### config.mk
export PLATFORM = sky130hd
export DESIGN_NAME = adc_clock_gen
export DESIGN_NICKNAME = d
export VERILOG_FILES = /design/src/rtl/adc_clock_gen.sv
export SDC_FILE = /design/constraint.sdc
export NUM_CORES = 1
export LEC_CHECK = 0
export CAP_MARGIN = 20
export CELL_PAD_IN_SITES_DETAIL_PLACEMENT = 0
export CELL_PAD_IN_SITES_GLOBAL_PLACEMENT = 1
export CORE_MARGIN = 2
export CORE_UTILIZATION = 36
export CTS_CLUSTER_DIAMETER = 60
export DETAILED_ROUTE_END_ITERATION = 16
export GPL_TIMING_DRIVEN = 0
export PLACE_DENSITY_LB_ADDON = 0.05
export RECOVER_POWER = 50
export SYNTH_ARGS = -nofsm -noshare
export SYNTH_HDL_FRONTEND = slang
export SYNTH_SLANG_ARGS = --single-unit
### constraint.sdc
create_clock -name clk -period 1.7 [get_ports clk]
set_input_delay 0.17 -clock clk [delete_from_list [all_inputs] [get_ports clk]]
set_output_delay 0.17 -clock clk [all_outputs]
set_load 0.01 [all_outputs]
### src/rtl/adc_clock_gen.sv
// Programmable ADC sample-clock generator: glitch-free divider reload at period
// boundaries, continuous and N-sample burst modes, per-sample strobe, status.
module adc_clock_gen #(
    parameter int unsigned CNT_W   = 12,
    parameter int unsigned BURST_W = 16
) (
    input  logic               clk,
    input  logic               rst,
    input  logic               en,
    input  logic               mode,
    input  logic               start,
    input  logic [CNT_W-1:0]   div_half,
    input  logic [BURST_W-1:0] burst_len,
    output logic               clk_adc,
    output logic               sample_stb,
    output logic               busy,
    output logic               done,
    output logic [BURST_W-1:0] sample_cnt
);

    typedef enum logic {
        IDLE = 1'b0,
        RUN  = 1'b1
    } state_e;

    state_e             state_q, state_d;
    logic               clk_adc_q, clk_adc_d;
    logic               stb_q, stb_d;
    logic               busy_q, busy_d;
    logic               done_q, done_d;
    logic [BURST_W-1:0] sample_cnt_q, sample_cnt_d;
    logic [CNT_W-1:0]   counter_q, counter_d;
    logic [CNT_W-1:0]   active_half_q, active_half_d;
    logic               run_mode_q, run_mode_d;
    logic [BURST_W-1:0] burst_len_q, burst_len_d;

    logic go_c;
    logic burst_end_c;
    logic stop_c;

    // Start/stop decisions; burst length is frozen at go so mid-run edits are ignored
    always_comb begin
        go_c        = en && (!mode || (start && (burst_len != '0)));
        burst_end_c = run_mode_q && (sample_cnt_q == burst_len_q);
        stop_c      = !en || burst_end_c;
    end

    // Next-state and registered-output logic; strobes default low
    always_comb begin
        state_d       = state_q;
        clk_adc_d     = clk_adc_q;
        stb_d         = 1'b0;
        done_d        = 1'b0;
        sample_cnt_d  = sample_cnt_q;
        counter_d     = counter_q;
        active_half_d = active_half_q;
        run_mode_d    = run_mode_q;
        burst_len_d   = burst_len_q;

        case (state_q)
            IDLE: begin
                clk_adc_d = 1'b0;
                counter_d = '0;
                if (go_c) begin
                    state_d       = RUN;
                    clk_adc_d     = 1'b1;
                    stb_d         = 1'b1;
                    sample_cnt_d  = BURST_W'(1);
                    active_half_d = div_half;
                    run_mode_d    = mode;
                    burst_len_d   = burst_len;
                end
            end
            RUN: begin
                if (counter_q != active_half_q) begin
                    counter_d = counter_q + CNT_W'(1);
                end else begin
                    counter_d = '0;
                    if (clk_adc_q) begin
                        clk_adc_d = 1'b0;
                    end else if (stop_c) begin
                        // Period boundary: finish here, done only on a completed burst
                        state_d = IDLE;
                        done_d  = burst_end_c;
                    end else begin
                        clk_adc_d     = 1'b1;
                        stb_d         = 1'b1;
                        sample_cnt_d  = sample_cnt_q + BURST_W'(1);
                        active_half_d = div_half;
                    end
                end
            end
            default: state_d = IDLE;
        endcase

        busy_d = (state_d != IDLE);
    end

    // State and output registers with synchronous reset
    always_ff @(posedge clk) begin
        if (rst) begin
            state_q       <= IDLE;
            clk_adc_q     <= 1'b0;
            stb_q         <= 1'b0;
            busy_q        <= 1'b0;
            done_q        <= 1'b0;
            sample_cnt_q  <= '0;
            counter_q     <= '0;
            active_half_q <= '0;
            run_mode_q    <= 1'b0;
            burst_len_q   <= '0;
        end else begin
            state_q       <= state_d;
            clk_adc_q     <= clk_adc_d;
            stb_q         <= stb_d;
            busy_q        <= busy_d;
            done_q        <= done_d;
            sample_cnt_q  <= sample_cnt_d;
            counter_q     <= counter_d;
            active_half_q <= active_half_d;
            run_mode_q    <= run_mode_d;
            burst_len_q   <= burst_len_d;
        end
    end

    assign clk_adc    = clk_adc_q;
    assign sample_stb = stb_q;
    assign busy       = busy_q;
    assign done       = done_q;
    assign sample_cnt = sample_cnt_q;

endmodule
==> flow_summary.toml, run 1 <==
[worst_setup_path]
crit_fanout = 6
crit_required_ps = 1970
end_kind = "flip-flop"
start_kind = "flip-flop"
r2r_start = "sample_cnt[7]$_SDFFE_PP0P_"
crit_path_start = "sample_cnt[7]$_SDFFE_PP0P_"
critPathKind = "reg -> reg"
arrival_ps = 2330

[timing]
tightest_slew_ps = 519
finalCritPeriodShare_pct = 122
slew_viol_final = 0
finalHoldViolCount = 0
maxSlewHeadroom_pct = 65.4
timing.fmax_mhz = 483
finalSetupTns_ps = -9820
setup_viol = 41
finClkSkew_ps = 7.95
worst_slack_ps = -369
rsz0062_at_grt = "true"
min_period_ps = 2070

[global_route]
grt_pass1_wl_um = 14600
overflow = 0
track_usage_pct = 19.6
antenna_found_initial = 0
grt_start_max_net_pins = 11
grt_pass1_vias = 2721

[detailed_routing]
via_per_inst = 5.18
dr.pass1.iters = 4
ant_nets = 0
wirelength_um = 9280
post-route-drc-count = 0
wl_per_cell_um = 16.7
vias = 2886
drt_iter0_drc = 125

[power_and_ir_drop]
finalPower_mw = 3.75
power_density_nw_per_um2 = 766
ir_worst_vdd_mv = 0.450
p_leak_nw = 1.89

[logic_synthesis]
synthAdderAreaFrac_pct = 0.803
syn_nets = 374
ys_warn_count = 0
synth_xor_area_share_pct = 11.2
ys_seq_area_share_pct = 39.2
yosysTopAreaCell = "dfxtp_1"
synth-async-reset-ratio_pct = 0
ys_types = 49
synth-simple-area-share_pct = 26.8
synth-compound-area-share_pct = 9.60
netlist_top_cells_count = "dfxtp_1, nor2_1, xnor2_1"
synthMostInstantiatedCell = "dfxtp_1"
ys_ff_latch = 61
syn_inst = 339
syn_area_per_cell_um2 = 9.19
synth_area_leaders = "dfxtp_1, mux2i_1, xnor2_1"
muxShareOfSynthArea_pct = 9.00
netlist_area_um2 = 3120
ys.flop_type = "dfxtp_1"
synth_top_family_by_area = "simple AND/OR/NAND/NOR gates"
synth_top_area_share_pct = 39.2
synth_edf_count = 0

[outcome]
violations = "negative setup slack"
status = "finished, violations left"

[finish]
drive_gt1_share_pct = 35.8
finalNetCount = 483
syn_to_final_growth_pct = 57.4
n_fill_cell = 730
antennaDiodeCount = 0

[flow_run]
cap_violations = 0

[die]
initial_core_util_pct = 37.5
die_y_um = 97.0
core_area_um2 = 8300
boundaryPins = 53
rows = 33
die_area_um2 = 9410
die_w_um = 97.0

[cts]
clkLatencyLatePin_ps = 340
clock-sinks = 61
root_buffer = "clkbuf_8"
htree_levels = 3
cts_tree = "yes"
cts-buffers-inserted = 9
clkTransAtPathRegs_ps = 70
clk_path_buf_depth = 2

[hold_path]
min_path_type = "in -> reg"
worstHoldStart = "burst_len[12]"

[placed_design]
dp_hpwl_um = 6130
place_congestion = 0.843
io_buffers = 52
==> path summary, 6_finish.rpt <==
kind                            depth (start not counted)                           end  slack [ps]
worst max-delay path                                    9   sample_cnt[13]$_SDFFE_PP0P_        -370
worst min-delay path                                    3  burst_len_q[12]$_SDFFE_PP0P_         120
worst max register to register                          9   sample_cnt[13]$_SDFFE_PP0P_        -370
worst min register to register                          1       counter_q[0]$_SDFF_PP0_         470
==> state kept, by name, indices dropped and copies added, names as in the netlist <==
name and cells:
sample_stb 1, done 1, counter_q 12, burst_len_q 16, busy 1, clk_adc 1
active_half_q 12, run_mode_q 1, sample_cnt 16
==> cell families after synthesis <==
family / count (synthesis)
adders and majority gates: 2
xor gates and xnor gates: 38
DFF: 61
AOI/OAI and AO/OA: 44
buffers and inverters: 22
muxes: 28
and+or+nand+nor: 144
==> metal layers <==
metal,up-vias,wire length [µm],track usage (%),part of all wire (%)
met5,-,0,0,0
met4,0,78,5.42,0.84
met3,7,510,6.00,5.5
met2,77,4090,28.6,44
met1,1366,4600,27.9,50
li1,1436,-,-,-
==> repair_timing <==
action,in CTS,in global routing
hold buffers,0,0
setup endpoints to repair,58,53
pin swaps,31,40
resized for setup,66,52
setup buffers,28,20
gates cloned,1,0
==> worst max-delay path, cell delays in order (launching register included) <==
cell and delay (ps):
dfxtp_2 330, buf_6 130, xnor2_2 110, nand4_1 210, nor4_4 310, buf_4 180, a21oi_4 80, or3_1 340
buf_6 150, a31oi_1 150
==> layout by cell type (no fill, tap or decap), drive strengths merged, types with 8 or more instances in the layout <==
cell,synthesis,layout
clkdlybuf4s50,0,25
mux2i,28,28
nor2,32,32
dfxtp,61,61
nand3,16,16
dlygate4sd3,0,15
nand4,12,12
nor4,8,8
nand2,16,16
nand2b,26,26
a31oi,15,15
clkbuf,8,21
buf,7,53
xnor2,32,32
dlymetal6s2s,0,10
a21oi,10,10
==> through the flow <==
stage | hold WS, ps | area (µm²) | setup slack (ps) | utilization [%] | cells
after global placement | 459 | 3880 | -892 | 46.8 | 496
after global routing | 132 | 4900 | -445 | 59.1 | 557
final | 121 | 4900 | -369 | 59.1 | 557
after floorplan | 315 | 3230 | -141 | - | 339
after detailed placement | 471 | 3880 | -911 | 46.8 | 496
after CTS | 275 | 4560 | -254 | 55.0 | 540
==> report_power, final <==
group | internal (mW) | switching [mW] | total, mW
clock network | 0.598 | 0.575 | 1.17
registers | 1.50 | 0.0837 | 1.58
logic | 0.535 | 0.466 | 1.00
==> final cells by class <==
class | instances | area [µm²] | area share [%]
repair buffers | 98 | 918 | 18.7
plain buffers | 15 | 145 | 2.96
flip-flops and latches | 61 | 1280 | 26.2
multi-input cells | 256 | 2230 | 45.4
clock inverters | 2 | 10.0 | 0.204
clock buffers | 13 | 159 | 3.24
inverters | 7 | 26.3 | 0.536
well taps | 105 | 131 | 2.68
No activity file was read; power rests on OpenSTA's default activity.
==> run 2, diff against run 1 <==
--- a/config.mk
+++ b/config.mk
@@ -8,7 +8,7 @@
 export CAP_MARGIN = 20
 export CELL_PAD_IN_SITES_DETAIL_PLACEMENT = 0
 export CELL_PAD_IN_SITES_GLOBAL_PLACEMENT = 1
-export CORE_MARGIN = 2
+export CORE_MARGIN = 3
 export CORE_UTILIZATION = 36
 export CTS_CLUSTER_DIAMETER = 60
 export DETAILED_ROUTE_END_ITERATION = 16
==> constraint.sdc (replaced) <==
create_clock -name clk -period 1.85 [get_ports clk]
set_input_delay 0.185 -clock clk [delete_from_list [all_inputs] [get_ports clk]]
set_output_delay 0.185 -clock clk [all_outputs]
set_load 0.01 [all_outputs]
==> run 2 against run 1 <==
  * The flow still finishes with violations (negative setup slack)
  * Count of clock-buffer cells in the layout shrank 1
  * Sequential share of layout area increased by 1.4 points
  * Hold slack better by 260 ps
  * Combinational power down 14%
  * Power decreased by 10%
  * Critical path depth shrank 2
  * Maximum frequency is 5.5% higher
  * Die area up 4.2%
  * Clock power down 9%
  * Final cell count is 3.9% lower
  * Sequential power decreased by 8%
  * First-iteration DRC count is 10% lower
  * Largest cell class unchanged
==> flow_summary.toml, run 2 (synthesis gave the netlist of run 1 again) <==
[worst_setup_path]
slowest_stage = "dfxtp_4"
start_kind = "flip-flop"
worstPathCellList = "xnor2_4 -> nand4_4 -> nor4_4 -> a21oi_2 -> a21oi_4 -> buf_6 -> mux2i_1"
end_kind = "flip-flop"
critical_path.max_stage_delay_ps = 380
critPathKind = "reg -> reg"
crit_required_ps = 2120
crit_fanout = 6
arrival_ps = 2230

[detailed_routing]
wl_per_cell_um = 16.8
vias = 2766
via_per_inst = 5.17
post-route-drc-count = 0
drt_iter0_drc = 112
wirelength_um = 8960
dr.pass1.iters = 4
ant_nets = 0

[finish]
layout_common_cells = "clkdlybuf4s50_1, nor2_1, mux2i_1, dfxtp_1, nand2b_1"
drive_gt1_share_pct = 32.8
finalNonFillerCells = 535
antennaDiodeCount = 0
final_common_cell = "clkdlybuf4s50_1"
syn_to_final_growth_pct = 49.4
finalNetCount = 462
n_fill_cell = 762
stdcell_area_um2 = 4650

[placed_design]
placed_cells = 496
io_buffers = 52
place_congestion = 0.757
dp_hpwl_um = 6190
place_area_um2 = 3780

[die]
rows = 33
die_y_um = 99.0
core_area_um2 = 8300
die_area_um2 = 9810
die_w_um = 99.0
initial_core_util_pct = 37.5
boundaryPins = 53

[timing]
maxSlewHeadroom_pct = 58.0
timing.fmax_mhz = 510
rsz0062_at_grt = "true"
timing.hold.ws_ps = 384
worst_slack_ps = -111
finClkSkew_ps = 9.59
finalHoldViolCount = 0
finalCritPeriodShare_pct = 106
setup_viol = 35
slew_viol_final = 0
min_period_ps = 1960
tightest_slew_ps = 630

[cts]
root_buffer = "clkbuf_8"
clkLatencyLatePin_ps = 350
htree_levels = 3
clkTransAtPathRegs_ps = 70
clk_path_buf_depth = 2
cts-buffers-inserted = 9
clock-sinks = 61
cts_tree = "yes"
hold_buffers = 0

[flow_run]
cap_violations = 0

[power_and_ir_drop]
power_density_nw_per_um2 = 726
p_leak_nw = 1.68
finalPower_mw = 3.38
ir_worst_vdd_mv = 0.338

[global_route]
grt_pass1_vias = 2777
overflow = 0
antenna_found_initial = 0
track_usage_pct = 18.9
grt_pass1_wl_um = 14500
grt_start_max_net_pins = 11

[outcome]
violations = "negative setup slack"
status = "finished, violations left"

[hold_path]
min_path_type = "in -> reg"
run 2: per-stage QoR:
step	setup TNS [ps]	utilization, %	setup WS (ps)
2_1_floorplan	0	-	2.87
3_3_place_gp	-32250	45.6	-821
3_5_place_dp	-33750	45.6	-873
4_1_cts	-1700	51.9	-114
5_1_grt	-7820	56.1	-238
6_report	-1930	56.1	-111
run 2: critical path: cells and delay by family, from the launching register on:
family / cells / cell delay [ps]
buffers and inverters: 1 / 180
flip-flops: 1 / 380
AO/OA/AOI/OAI: 2 / 400
AND/OR/NAND/NOR: 2 / 520
XOR/XNOR: 1 / 200
multiplexers: 1 / 200
run 2: final timing paths:
check | cells past startpoint | start | slack [ps] | endpoint
worst max-delay path | 7 | sample_cnt[6]$_SDFFE_PP0P_ | -110 | active_half_q[1]$_SDFFE_PP0P_
worst min-delay path | 3 | div_half[8] | 380 | active_half_q[8]$_SDFFE_PP0P_
worst max register to register | 7 | sample_cnt[6]$_SDFFE_PP0P_ | -110 | active_half_q[1]$_SDFFE_PP0P_
worst min register to register | 1 | counter_q[0]$_SDFF_PP0_ | 480 | counter_q[0]$_SDFF_PP0_
run 2: area by class of cell:
cell class | instances | area (µm²) | share of cell area, %
sequential | 61 | 1290 | 27.6
clock buffer | 12 | 155 | 3.33
timing repair buffer | 80 | 771 | 16.6
tap | 105 | 131 | 2.82
inverter | 7 | 26.3 | 0.565
multi-input combinational | 256 | 2190 | 47.0
clock inverter | 2 | 10.0 | 0.215
buffer | 12 | 86.3 | 1.85
run 2: timing repair:
action,4_1_cts,5_1_grt
pin swaps,33,28
endpoints found under the setup margin,51,52
gates resized for setup,55,65
buffers inserted,22,4
cloned,1,1
run 2: power breakdown:
group	total, mW	internal [mW]	switching, mW
clock	1.07	0.541	0.529
sequential	1.45	1.37	0.0773
combinational	0.857	0.447	0.411
run 2: layer usage:
layer / GRT usage, % / routed length (µm) / up-vias
li1: - / - / 1400
met1: 27.3 / 4400 / 1285
met2: 27.7 / 3920 / 70
met3: 5.38 / 541 / 11
met4: 5.15 / 99 / 0
met5: 0 / 0 / -
==> run 3, diff against run 2 <==
--- a/config.mk
+++ b/config.mk
@@ -13,7 +13,7 @@
 export CTS_CLUSTER_DIAMETER = 60
 export DETAILED_ROUTE_END_ITERATION = 16
 export GPL_TIMING_DRIVEN = 0
-export PLACE_DENSITY_LB_ADDON = 0.05
+export PLACE_DENSITY = 0.83
 export RECOVER_POWER = 50
 export SYNTH_ARGS = -nofsm -noshare
 export SYNTH_HDL_FRONTEND = slang
==> run 3 against run 2 <==
  * The run still ends with negative setup slack left
  * Combinational power rose by 4.6%
  * Wire length is 2.9% higher
  * First-iteration DRC count shrank 16%
  * Via count increased by 4.2%
  * Setup slack improved by 8.8 ps
  * Sequential power about the same
  * Die area stayed put
  * Sequential cell count unchanged
  * Critical path depth is 1 lower
  * Register-to-register slack about the same
  * Maximum frequency grew 0.45%
==> flow_summary.toml, run 3 (synthesis gave the netlist of run 1 again) <==
[outcome]
status = "finished, violations left"
violations = "negative setup slack"

[die]
die_y_um = 99.0
core_area_um2 = 8300
die_w_um = 99.0
initial_core_util_pct = 37.5
die_area_um2 = 9810
boundaryPins = 53
rows = 33

[worst_setup_path]
arrival_ps = 2230
slowest_stage = "or3_4"
start_kind = "flip-flop"
crit_end = "sample_cnt[12]$_SDFFE_PP0P_"
worstPathCellList = "xnor2_2 -> nand4_1 -> nor4_4 -> a21oi_2 -> or3_4 -> a31oi_4"
crit_required_ps = 2120
critical_path.max_stage_delay_ps = 460
crit_fanout = 6
end_kind = "flip-flop"
rrSetupSlack_ps = -100
critPathKind = "reg -> reg"
r2r_start = "burst_len_q[8]$_SDFFE_PP0P_"
rr_worst_depth = 6
crit_path_start = "burst_len_q[8]$_SDFFE_PP0P_"
worstReg2RegEnd = "sample_cnt[12]$_SDFFE_PP0P_"

[finish]
drive_gt1_share_pct = 34.5
stdcell_area_um2 = 4760
layout_common_cells = "clkdlybuf4s50_1, buf_4, nor2_1, dfxtp_1, mux2i_1"
syn_to_final_growth_pct = 52.7
finalNetCount = 470
antennaDiodeCount = 0
n_fill_cell = 711
final_common_cell = "clkdlybuf4s50_1"
finalNonFillerCells = 545

[cts]
clkTransAtPathRegs_ps = 70
root_buffer = "clkbuf_8"
clock-sinks = 61
hold_buffers = 0
htree_levels = 3
cts_tree = "yes"
clkLatencyLatePin_ps = 350
clk_path_buf_depth = 2
cts-buffers-inserted = 9

[global_route]
grt_pass1_vias = 2942
grt_start_max_net_pins = 12
track_usage_pct = 18.8
antenna_found_initial = 0
grt_pass1_wl_um = 14700
overflow = 0

[hold_path]
min_path_type = "in -> reg"

[placed_design]
place_congestion = 0.794
dp_hpwl_um = 5980
place_area_um2 = 3780
io_buffers = 52
placed_cells = 496

[flow_run]
cap_violations = 0

[detailed_routing]
wirelength_um = 9220
wl_per_cell_um = 16.9
via_per_inst = 5.29
wl_met2_um = 4620
post-route-drc-count = 0
ant_nets = 0
dr.pass1.iters = 4
highest_layer = "met4"
vias = 2882
routedLengthMet1_um = 4030
wl_met3_um = 392
drt_iter0_drc = 94

[timing]
finalCritPeriodShare_pct = 106
timing.fmax_mhz = 512
slew_viol_final = 0
maxSlewHeadroom_pct = 60.5
timing.hold.ws_ps = 190
rsz0062_at_grt = "true"
finClkSkew_ps = 7.08
tightest_slew_ps = 592
finalHoldViolCount = 0
min_period_ps = 1950
setup_viol = 31
worst_slack_ps = -103

[power_and_ir_drop]
ir_worst_vdd_mv = 0.419
finalPower_mw = 3.59
power_density_nw_per_um2 = 755
p_leak_nw = 1.69
## run 3: cell count changes in the layout (fill, tap and decap cells not counted), sizes merged
cell | previous run | this run
buf | 32 | 40
bufinv | 0 | 1
clkbuf | 20 | 19
clkdlybuf4s50 | 35 | 46
clkinvlp | 0 | 2
dlygate4sd3 | 17 | 2
dlymetal6s2s | 0 | 4
## run 3: per-layer routing
metal,global-route usage (%),vias to the layer above
li1,-,1413
met1,23.2,1375
met2,31.1,76
met3,5.24,18
met4,7.35,0
met5,0,-
## run 3: report_power, final
| group | switching (mW) | total [mW] | leakage [nW] | internal, mW |
|---|---|---|---|---|
| sequential | 0.0718 | 1.44 | 0.516 | 1.37 |
| combinational | 0.435 | 0.896 | 1.07 | 0.461 |
| clock | 0.560 | 1.26 | 0.102 | 0.695 |
| total | 1.07 | 3.59 | 1.69 | 2.52 |
## run 3: how the worst min path moves through the flow
| stage | endpoint | cells after the start | start | slack [ps] |
|---|---|---|---|---|
| 2_1_floorplan | burst_len_q[0]$_SDFFE_PP0P_ | 2 | burst_len[0] | 330 |
| 3_3_place_gp | counter_q[0]$_SDFF_PP0_ | 1 | counter_q[0]$_SDFF_PP0_ | 440 |
| 3_5_place_dp | counter_q[0]$_SDFF_PP0_ | 1 | counter_q[0]$_SDFF_PP0_ | 450 |
| 4_1_cts | active_half_q[9]$_SDFFE_PP0P_ | 3 | div_half[9] | 390 |
| 5_1_grt | burst_len_q[1]$_SDFFE_PP0P_ | 3 | burst_len[1] | 190 |
| 6_report | burst_len_q[1]$_SDFFE_PP0P_ | 3 | burst_len[1] | 190 |
## run 3: worst max-delay path: cells and delay by family, from the launching register on
family,cells,cell delay (ps)
AOI/OAI and AO/OA,2,310
and+or+nand+nor,3,1010
xor gates and xnor gates,1,150
DFF,1,410
## run 3: area by class of cell
type                       instances  area, µm²  share of cell area [%]
buffer                            11       67.6                    1.42
clock buffer                      11        151                    3.18
clock inverter                     5       58.8                    1.24
inverter                           7       26.3                   0.552
multi-input combinational        256       2200                    46.3
sequential                        61       1300                    27.3
tap                              105        131                    2.76
timing repair buffer              89        823                    17.3
## run 3: per-stage QoR
stage,setup slack [ps],util (%),TNS (ps)
6_report,-103,57.3,-1800
3_5_place_dp,-785,45.6,-29550
3_3_place_gp,-739,45.6,-27770
4_1_cts,-115,53.1,-2120
2_1_floorplan,2.87,-,0
5_1_grt,-208,57.3,-6090
## run 3: repair_timing
item	CTS	global route
endpoints found under the setup margin	51	52
buffers inserted	23	13
resized for setup	55	77
cloned	2	0
pin swaps	18	33
